`src/rtl/pio_bank_pkg.sv`:
```
// Shared constants for the Avalon-MM PIO bank: bus width and word address map.
package pio_bank_pkg;

  localparam int DATA_W = 32;
  localparam int ADDR_W = 3;

  typedef logic [DATA_W-1:0] word_t;
  typedef logic [ADDR_W-1:0] addr_t;

  localparam addr_t ADDR_DATA_IN  = 3'd0;
  localparam addr_t ADDR_EDGE     = 3'd1;
  localparam addr_t ADDR_MASK     = 3'd2;
  localparam addr_t ADDR_OUT_BASE = 3'd4;

  // Word address of output register k.
  function automatic addr_t out_addr(input int k);
    return ADDR_OUT_BASE + addr_t'(k);
  endfunction

endpackage

```
`src/rtl/pio_input_cond.sv`:
```
// One input bit: 2-flop synchroniser feeding a conditioned-value register.
// With PIO_BANK_DEBOUNCE_EN the register only follows after DEB_CYC stable cycles.
module pio_input_cond #(
  parameter int DEB_CYC = 50000
) (
  input  logic clk,
  input  logic reset_n,
  input  logic pin_i,
  output logic cond_o
);

  logic sync1_q;
  logic sync2_q;
  logic cond_q;

  always_ff @(posedge clk or negedge reset_n) begin
    if (!reset_n) begin
      sync1_q <= 1'b0;
      sync2_q <= 1'b0;
    end else begin
      sync1_q <= pin_i;
      sync2_q <= sync1_q;
    end
  end

`ifdef PIO_BANK_DEBOUNCE_EN
  localparam int CNT_W = $clog2(DEB_CYC);

  logic [CNT_W-1:0] cnt_q;

  // Counter tracks consecutive cycles of disagreement; any agreement restarts it.
  always_ff @(posedge clk or negedge reset_n) begin
    if (!reset_n) begin
      cnt_q  <= '0;
      cond_q <= 1'b0;
    end else if (sync2_q == cond_q) begin
      cnt_q <= '0;
    end else if (cnt_q == CNT_W'(DEB_CYC - 1)) begin
      cnt_q  <= '0;
      cond_q <= sync2_q;
    end else begin
      cnt_q <= cnt_q + 1'b1;
    end
  end
`else
  localparam int unused_deb_cyc = DEB_CYC;

  always_ff @(posedge clk or negedge reset_n) begin
    if (!reset_n) begin
      cond_q <= 1'b0;
    end else begin
      cond_q <= sync2_q;
    end
  end
`endif

  assign cond_o = cond_q;

endmodule

```
`src/rtl/pio_bank_avmm.sv`:
```
// Avalon-MM PIO bank: N_OUT output registers, conditioned inputs with edge capture
// and maskable level irq. Optional input debounce under PIO_BANK_DEBOUNCE_EN.
module pio_bank_avmm
  import pio_bank_pkg::*;
#(
  parameter int          IN_W    = 8,
  parameter int          OUT_W   = 16,
  parameter int          N_OUT   = 4,
  parameter logic [31:0] OUT_RST = 32'h0,
  parameter int          DEB_CYC = 50000
) (
  input  logic                   clk,
  input  logic                   reset_n,
  input  logic [2:0]             address,
  input  logic                   read,
  output logic [31:0]            readdata,
  input  logic                   write,
  input  logic [31:0]            writedata,
  input  logic [IN_W-1:0]        pins_in,
  output logic [N_OUT*OUT_W-1:0] out_data,
  output logic                   irq
);

  logic [IN_W-1:0]  cond;
  logic [IN_W-1:0]  prev_q;
  logic [IN_W-1:0]  rise;
  logic [IN_W-1:0]  edge_q;
  logic [IN_W-1:0]  edge_d;
  logic [IN_W-1:0]  mask_q;
  logic [OUT_W-1:0] out_q [N_OUT];
  word_t            readdata_q;
  word_t            readdata_d;
  logic             irq_q;
  logic             wr_edge;
  logic             wr_mask;
  logic             unused_wd;

  for (genvar gi = 0; gi < IN_W; gi++) begin : g_in
    pio_input_cond #(
      .DEB_CYC(DEB_CYC)
    ) u_cond (
      .clk    (clk),
      .reset_n(reset_n),
      .pin_i  (pins_in[gi]),
      .cond_o (cond[gi])
    );
  end

  assign rise    = cond & ~prev_q;
  assign wr_edge = write && (address == ADDR_EDGE);
  assign wr_mask = write && (address == ADDR_MASK);

  // New edges are OR-ed in after the clear so a simultaneous set wins.
  always_comb begin
    edge_d = edge_q;
    if (wr_edge) begin
      edge_d = edge_q & ~writedata[IN_W-1:0];
    end
    edge_d = edge_d | rise;
  end

  // Read mux sees current register state, so a same-cycle write is not visible.
  always_comb begin
    readdata_d = '0;
    case (address)
      ADDR_DATA_IN: readdata_d = word_t'(cond);
      ADDR_EDGE:    readdata_d = word_t'(edge_q);
      ADDR_MASK:    readdata_d = word_t'(mask_q);
      default:      readdata_d = '0;
    endcase
    for (int k = 0; k < N_OUT; k++) begin
      if (address == out_addr(k)) begin
        readdata_d = word_t'(out_q[k]);
      end
    end
  end

  always_ff @(posedge clk or negedge reset_n) begin
    if (!reset_n) begin
      prev_q     <= '0;
      edge_q     <= '0;
      mask_q     <= '0;
      irq_q      <= 1'b0;
      readdata_q <= '0;
      for (int k = 0; k < N_OUT; k++) begin
        out_q[k] <= OUT_RST[OUT_W-1:0];
      end
    end else begin
      prev_q <= cond;
      edge_q <= edge_d;
      irq_q  <= |(edge_q & mask_q);
      if (wr_mask) begin
        mask_q <= writedata[IN_W-1:0];
      end
      if (read) begin
        readdata_q <= readdata_d;
      end
      for (int k = 0; k < N_OUT; k++) begin
        if (write && (address == out_addr(k))) begin
          out_q[k] <= writedata[OUT_W-1:0];
        end
      end
    end
  end

  for (genvar gi = 0; gi < N_OUT; gi++) begin : g_out
    assign out_data[gi*OUT_W +: OUT_W] = out_q[gi];
  end

  assign readdata  = readdata_q;
  assign irq       = irq_q;
  assign unused_wd = &{1'b0, writedata};

endmodule

```
`config.mk`:
```
export PLATFORM = sky130hd
export DESIGN_NAME = pio_bank_avmm
export DESIGN_NICKNAME = d
export VERILOG_FILES = /design/src/rtl/pio_bank_pkg.sv /design/src/rtl/pio_input_cond.sv /design/src/rtl/pio_bank_avmm.sv
export SDC_FILE = /design/constraint.sdc
export NUM_CORES = 1
export LEC_CHECK = 0
export ABC_AREA = 1
export CAP_MARGIN = 20
export CORE_ASPECT_RATIO = 1.1
export CORE_MARGIN = 5
export CORE_UTILIZATION = 45
export DETAILED_ROUTE_END_ITERATION = 6
export GPL_TIMING_DRIVEN = 0
export HOLD_SLACK_MARGIN = 0.12
export PLACE_DENSITY = 0.76
export SETUP_SLACK_MARGIN = 0.1
export SYNTH_ARGS = -nofsm -noshare
export SYNTH_HDL_FRONTEND = slang
export SYNTH_SLANG_ARGS = --single-unit
```
`constraint.sdc`:
```
create_clock -name clk -period 1.9 [get_ports clk]
set_input_delay 0.38 -clock clk [delete_from_list [all_inputs] [get_ports clk]]
set_output_delay 0.38 -clock clk [all_outputs]
set_load 0.01 [all_outputs]
```
# Word level (Yosys, flattened, before mapping)

Index checks and enable logic that the tools add are counted.

Muxes and demuxes: 6
Bitwise operators: 6
Equal/unequal tests: 6
Reductions and logical operators: 8

Operator list:

| kind               | count |
|---|---|
| $mux 32            | 4 |
| $and 8x8->8        | 3 |
| $pmux 8 s3         | 1 |
| $not 8->8          | 2 |
| $eq 3x3->1 const B | 4 |
| $mux 8             | 1 |
| $or 8x8->8         | 1 |
| $reduce_or 8->1    | 1 |
| $logic_and 1x1->1  | 6 |
| $eq 3x1->1 const B | 1 |
| $eq 3x2->1 const B | 1 |
| $logic_not 3->1    | 1 |

Logic and storage cells: 59
Input port bits: 47
Output and inout port bits: 97
Register bits after elaboration: 145

# Longest topological paths before layout

Gate-level depths: netlist (run 1).

Word-level depth: 6
Gate-level depth with buffers: 9
Mapped depth without buffers: 8

# Hierarchy

From an unflattened synthesis (run 1), not the netlist that was laid out.

Cells, all modules: 559
Area, all modules: 5235.0 µm²

By module, submodules not included:

| module         | sequential area each (µm²) | area an instance (µm²) | instances | cells each |
|---|---|---|---|---|
| pio_bank_avmm  | 2627.5                     | 4634.4                 | 1         | 535 |
| pio_input_cond | 75.1                       | 75.1                   | 8         | 3 |

# Worst setup path after synthesis (run 1)

No wires, ideal clock.

Path kind: input to register
Start: in address[1]
End: reg edge_q[1]
Library setup time: 0.129 ns
Required time: 1.771 ns
Stages on the path: 6
Arrival: 1.295 ns
Path buffers: 2
Path slack: 0.476 ns
Cells stage by stage: buf_4 -> buf_2 -> nor2_2 -> nand3_1 -> o21ai_0 -> o21ai_0

Cells in the longest elaborated chain, start to end: 4

Ends and longest elaborated chain:

| item                 | line                | source |
|---|---|---|
| from (decl)          | pio_bank_avmm.sv:14 | `input logic [2:0] address,` |
| $eq 3x1->1           | pio_bank_avmm.sv:50 | `assign wr_edge = write && (address == ADDR_EDGE);` |
| $logic_and 1x1->1    | pio_bank_avmm.sv:50 |  |
| $mux 8               | pio_bank_avmm.sv:56 | `if (wr_edge) begin` |
| $or 8x8->8           | pio_bank_avmm.sv:59 | `edge_d = edge_d \| rise;` |
| named net edge_d[1]  | pio_bank_avmm.sv:28 | `logic [IN_W-1:0] edge_d;` |
| to (signal assigned) | pio_bank_avmm.sv:90 | `edge_q <= edge_d;` |
| to (decl)            | pio_bank_avmm.sv:27 | `logic [IN_W-1:0] edge_q;` |

The timed path passes the listed nets, and every way through them passes these cells.
A chain may end at the register's enable or synchronous reset.

# Worst setup path in the final report (run 1)

Start: reg out_q (netlist bit out_data[13])
End: out out_data[13]

RTL lines:

| item                              | line                 | source |
|---|---|---|
| from (decl)                       | pio_bank_avmm.sv:30  | `logic [OUT_W-1:0] out_q [N_OUT];` |
| from (signal, indexed assignment) | pio_bank_avmm.sv:86  | `out_q[k] <= OUT_RST[OUT_W-1:0];` |
| from (signal, indexed assignment) | pio_bank_avmm.sv:100 | `out_q[k] <= writedata[OUT_W-1:0];` |
| to (decl)                         | pio_bank_avmm.sv:20  | `output logic [N_OUT*OUT_W-1:0] out_data,` |

No word-level cell between the ends.

==> results of run 1 <==
[registers in the layout, indices dropped and copies added (netlist names)]
signal / cells
out_data: 64
readdata: 16
edge_q: 8
g_in.u_cond.cond_o: 8
g_in.u_cond.sync1_q: 8
g_in.u_cond.sync2_q: 8
mask_q: 8
prev_q: 8
irq: 1
[routing by layer]
metal | wire [microns] | up-vias
met4 | 669 | 0
met5 | 0 | -
met1 | 5730 | 2169
met3 | 1510 | 51
met2 | 7360 | 272
li1 | - | 2082
[area by class of cell]
type / instances / share of cell area, %
clock buffers: 25 / 7.05
well taps: 150 / 2.62
repair buffers: 110 / 15.8
inverters: 36 / 1.92
clock inverters: 5 / 0.733
flip-flops and latches: 129 / 45.0
multi-input cells: 370 / 23.3
plain buffers: 41 / 3.54
[through the flow]
| step | std cells | util, % | area [sq um] | hold slack (ns) | power [mW] |
|---|---|---|---|---|---|
| floorplan | 576 | - | 5290 | 0.0844 | 4.06 |
| global placement | 833 | 57.3 | 6550 | 0.333 | 4.98 |
| detailed placement | 834 | 57.5 | 6580 | 0.335 | 5.04 |
| CTS | 865 | 62.5 | 7150 | 0.342 | 8.11 |
| global route | 866 | 62.7 | 7170 | 0.345 | 8.43 |
| finish | 866 | 62.7 | 7170 | 0.342 | 8.06 |
[cells in the final DEF, fill, tap and decap left out, types with 2 or more instances in the layout]
cell and instances:
nand2_1 156, dfrtp_1 129, clkdlybuf4s50_1 100, o21ai_1 68, nor2_1 40, inv_1 32, a21oi_1 24, buf_4 20
o21ai_0 20, buf_2 17, nand3_1 17, clkbuf_16 17, conb_1 16, nand4_1 9, o211ai_1 8, clkbuf_1 7
dlymetal6s2s_1 6, clkbuf_8 5, inv_2 3, nor2_2 3, nor3_4 3, clkinv_2 3, nand2_2 2, nand3_2 2
buf_6 2
[worst max-delay path by stage]
stage,start,endpoint,slack [ns],depth (start not counted)
2_1_floorplan,address[1],edge_q[1]$_DFF_PN0_,0.48,6
3_3_place_gp,reset_n,readdata[13]$_DFFE_PN0P_,-4.28,1
3_5_place_dp,write,mask_q[6]$_DFFE_PN0P_,-0.004,5
4_1_cts,out_data[17]$_DFFE_PN0P_,out_data[17],0.11,1
5_1_grt,out_data[56]$_DFFE_PN0P_,out_data[56],0.10,1
6_report,out_data[13]$_DFFE_PN0P_,out_data[13],0.14,1
[logic make-up after synthesis]
family | count (synthesis) | share of synthesized area, %
other | 1 | 0.0716
buffers and inverters | 77 | 7.48
flip-flops | 129 | 61.6
AND/OR/NAND/NOR | 233 | 18.8
AO/OA/AOI/OAI | 121 | 12.0
[power breakdown]
group / leakage [nW] / internal [mW] / switching, mW / total [mW]
Combinational: 1.63 / 0.807 / 0.747 / 1.55
Clock: 0.275 / 1.95 / 1.09 / 3.04
Sequential: 1.56 / 3.13 / 0.334 / 3.47
[what timing repair did]
action,4_1_cts,5_1_grt
buffers inserted,0,1
hold endpoints to repair,60,0
setup endpoints to repair,0,7
gates resized for setup,0,6
hold buffers,1,0
==> impl_metrics.tcl, run 1 <==
set metrics [dict create \
    status "finished clean" \
    hold_viol 0 \
    start_kind "register" \
    track_usage_pct 22.6 \
    grt_max_degree 70 \
    synthMostInstantiatedCell "nand2_1" \
    cts.sink_count 129 \
    routabilityCongestion 0.901 \
    r2r_start "out_data[33]$_DFFE_PN0P_" \
    dp_hpwl_microns 10700 \
    grt_util_met1_pct 28.2 \
    synth.area.top_cells "dfrtp_1, nand2_1, o21ai_1" \
    io_buffers 107 \
    syn_area_sq_um 5240 \
    die-area_sq_um 13900 \
    ios 144 \
    initial_core_util_pct 45.8 \
    tightestPinTransition_ns 0.659 \
    multi_input_area_sq_um 1670 \
    ir_drop_mv 0.708 \
    postSynthRegisterBits 129 \
    rsz0062_at_grt "false" \
    antenna_found_initial 0 \
    slowest_delay_ns 0.59 \
    crit_type "register to output port" \
    slew_headroom_pct 56.0 \
    clock_latency_ns 0.41 \
    grt.busiest_layer "met2" \
    drt_pre_antenna_iters 7 \
    grt_pass1_vias 4574 \
    die_w_microns 113 \
    htree_levels 4 \
    layout_setup_ws_ns 0.140 \
    synth_ff_type "dfrtp_1" \
    hold_path_startpoint "g_in[1].u_cond.sync1_q$_DFF_PN0_" \
    cts_made_buffers 17 \
    die_y_microns 123 \
    period_needed_ns 1.76 \
    ys_seq_area_share_pct 61.6 \
    crit_required_ns 1.52 \
    skew_ns 0.00746 \
    drc_errors 0 \
    leakage_nw 3.47 \
    pre_cts_ws_ns -0.00365 \
    fillers 894 \
    holdPathEnd "g_in[1].u_cond.sync2_q$_DFF_PN0_" \
    post-route-period-util_pct 92.6 \
    max_freq_ghz 0.568 \
    grtUsageMet2_pct 35.5 \
    grt_use_met3_pct 6.90 \
    synthTopCellsByCount "nand2_1, dfrtp_1, o21ai_1" \
    cts_tree "built" \
    via_per_inst 5.28 \
    yosys_warnings 0 \
    rrSetupSlack_ns 0.77 \
    tns_ns 0 \
    cp_top_family "buffers and inverters" \
    synth_edf_count 0 \
    cp.arrival_ns 1.38 \
    syn_avg_cell_area_sq_um 9.33 \
    post_drt_wl_per_cell_microns 17.6 \
    end_kind "output port" \
    ys_types 23 \
    ctsLongestPathBuffers 2 \
    critPathMaxFanout 3 \
    netlist_instances 561 \
    r2r_end "readdata[1]$_DFFE_PN0P_" \
    ant_nets 0 \
    drtIter0Drc 378 \
    final-setup-viol-count 0 \
    seqCellArea_sq_um 3230 \
    cp_num_buf_inv 1 \
    yosys.area.top_type_share_pct 61.6 \
    min_path_type "register to register" \
    clkSlewWorstSetupHoldPaths_ns 0.05 \
    slowest_stage "clkdlybuf4s50_1" \
    finalMaxSlewViolations 0 \
    yosys.area.top_type "dfrtp_1" \
    via_count 4574 \
    routed_wl_microns 15300 \
    cellPowerDensity_nw_per_um2 1120 \
    rows 41 \
    diodes 0 \
    ff2ff_path_depth 5 \
    clockRootBuffer "clkbuf_16" \
    grt_overflow_total 0 \
    drv_cap 0 \
    path_cells "clkdlybuf4s50_1" \
    core-area_sq_um 11400 \
    syn2layout_area_growth_pct 36.9 \
    async_flop_share_pct 100 \
    nets 752 \
    drive_gt1_share_pct 11.3 \
    grt_pass1_wl_microns 24100 \
    worstHoldPathCells 0 \
]
No activity file was read; power rests on OpenSTA's default activity.
==> inputs of run 2 (changes only) <==
==> constraint.sdc (replaced) <==
create_clock -name clk -period 1.9 [get_ports clk]
set_input_delay 0.57 -clock clk [delete_from_list [all_inputs] [get_ports clk]]
set_output_delay 0.57 -clock clk [all_outputs]
set_load 0.01 [all_outputs]
==> impl_metrics.tcl, run 2 (synthesized netlist as in run 1, its figures left out) <==
set metrics [dict create \
    grt_max_degree 70 \
    grt_pass1_vias 4549 \
    path_cells "dlygate4sd2_1" \
    final_cell_mix "nand2_1, dfrtp_1, dlygate4sd2_1" \
    drt_pre_antenna_iters 5 \
    cts.sink_count 129 \
    ir_drop_mv 0.706 \
    end_kind "output port" \
    cts_made_buffers 17 \
    max_freq_ghz 0.583 \
    slowest_delay_ns 0.42 \
    status "finished clean" \
    hold_viol 0 \
    seqCellArea_sq_um 3230 \
    diodes 0 \
    post_drt_wl_per_cell_microns 17.7 \
    slowest_stage "dfrtp_1" \
    syn2layout_area_growth_pct 34.6 \
    drc_errors 0 \
    final_util_pct 61.6 \
    cp_num_buf_inv 1 \
    nets 750 \
    via_count 4552 \
    stdcell_area_sq_um 7050 \
    rows 41 \
    rsz0062_at_grt "false" \
    largest_reg_flops 64 \
    fillers 947 \
    via_per_inst 5.27 \
    post-route-period-util_pct 90.3 \
    start_kind "register" \
    io_buffers 107 \
    skew_ns 0.00510 \
    crit_required_ns 1.33 \
    drtIter0Drc 326 \
    finalMaxSlewViolations 0 \
    cp_top_family "flip-flops" \
    leakage_nw 3.59 \
    cp.arrival_ns 1.15 \
    clockRootBuffer "clkbuf_16" \
    die_y_microns 123 \
    antenna_found_initial 0 \
    min_path_type "primary input to asynchronous set/reset pin" \
    cellPowerDensity_nw_per_um2 1110 \
    crit_type "register to output port" \
    die-area_sq_um 13900 \
    ant_nets 0 \
    drive_gt1_share_pct 11.5 \
    pre_cts_ws_ns -0.194 \
    slew_headroom_pct 55.7 \
    final-setup-viol-count 0 \
    initial_core_util_pct 45.8 \
    place_area_sq_um 6580 \
    tightestPinTransition_ns 0.664 \
    drv_cap 0 \
    ios 144 \
    clkSlewWorstSetupHoldPaths_ns 0.05 \
    dp_hpwl_microns 10700 \
    critPathMaxFanout 3 \
    routabilityCongestion 0.901 \
    die_w_microns 113 \
    mostFrequentLayoutCell "nand2_1" \
    period_needed_ns 1.72 \
    grt_pass1_wl_microns 24000 \
    cts_tree "built" \
    routed_wl_microns 15300 \
    htree_levels 4 \
    layout_setup_ws_ns 0.185 \
    track_usage_pct 22.6 \
    core-area_sq_um 11400 \
    clock_latency_ns 0.41 \
    ctsLongestPathBuffers 2 \
    grt_overflow_total 0 \
    multi_input_area_sq_um 1680 \
]
==> run 2: changes by cell type in the layout (fill, tap and decap cells not counted), sizes merged <==
cell and change:
clkbuf -1, clkdlybuf4s50 -75, dlygate4sd2 +81, dlygate4sd3 -1
dlymetal6s2s -6
==> run 2: path summary, 6_finish.rpt <==
path / cells past startpoint / start / endpoint / slack [ns]
max in group asynchronous: 2 / reset_n / out_data[13]$_DFFE_PN0P_ / 1.04
min reg2reg: 0 / g_in[7].u_cond.sync2_q$_DFF_PN0_ / g_in[7].u_cond.cond_o$_DFF_PN0_ / 0.34
min: 1 / reset_n / g_in[7].u_cond.sync1_q$_DFF_PN0_ / 0.14
min in group clk: 0 / g_in[7].u_cond.sync2_q$_DFF_PN0_ / g_in[7].u_cond.cond_o$_DFF_PN0_ / 0.34
max reg2reg: 6 / g_in[1].u_cond.cond_o$_DFF_PN0_ / readdata[1]$_DFFE_PN0P_ / 0.77
max: 1 / out_data[17]$_DFFE_PN0P_ / out_data[17] / 0.18
==> run 2: layout make-up <==
cell class,instances,share of cell area (%)
flip-flops and latches,129,45.8
multi-input cells,370,23.8
repair buffers,109,14.3
clock buffers,25,7.17
plain buffers,40,3.55
well taps,150,2.66
inverters,36,1.95
clock inverters,5,0.746
==> run 2: routing by layer <==
metal,routed length [microns],vias up,track usage [%]
li1,-,2082,-
met1,5830,2173,28.3
met2,7340,244,35.7
met3,1420,53,6.61
met4,699,0,11.5
met5,0,-,0
==> run 2: report_power, final <==
| part | internal [mW] | switching [mW] |
|---|---|---|
| clock network | 1.95 | 1.10 |
| registers | 3.13 | 0.324 |
| logic | 0.596 | 0.746 |
| total | 5.68 | 2.17 |
==> run 2: repair_timing <==
item                                    CTS  global route
gates resized for setup                  81             1
setup buffers                             1             0
pin swaps                                 0             0
endpoints found under the hold margin     0             0
hold buffers                              0             0
endpoints found under the setup margin   81             4
==> run 2: through the flow <==
stage / TNS (ns) / hold WS, ns / std cells / total power, mW
6_report: 0 / 0.135 / 864 / 7.85
5_1_grt: 0 / 0.175 / 864 / 8.20
4_1_cts: 0 / 0.156 / 865 / 7.89
3_5_place_dp: -5.56 / 0.335 / 834 / 5.04
3_3_place_gp: -579.45 / 0.333 / 833 / 4.98
2_1_floorplan: 0 / 0.274 / 576 / 4.06
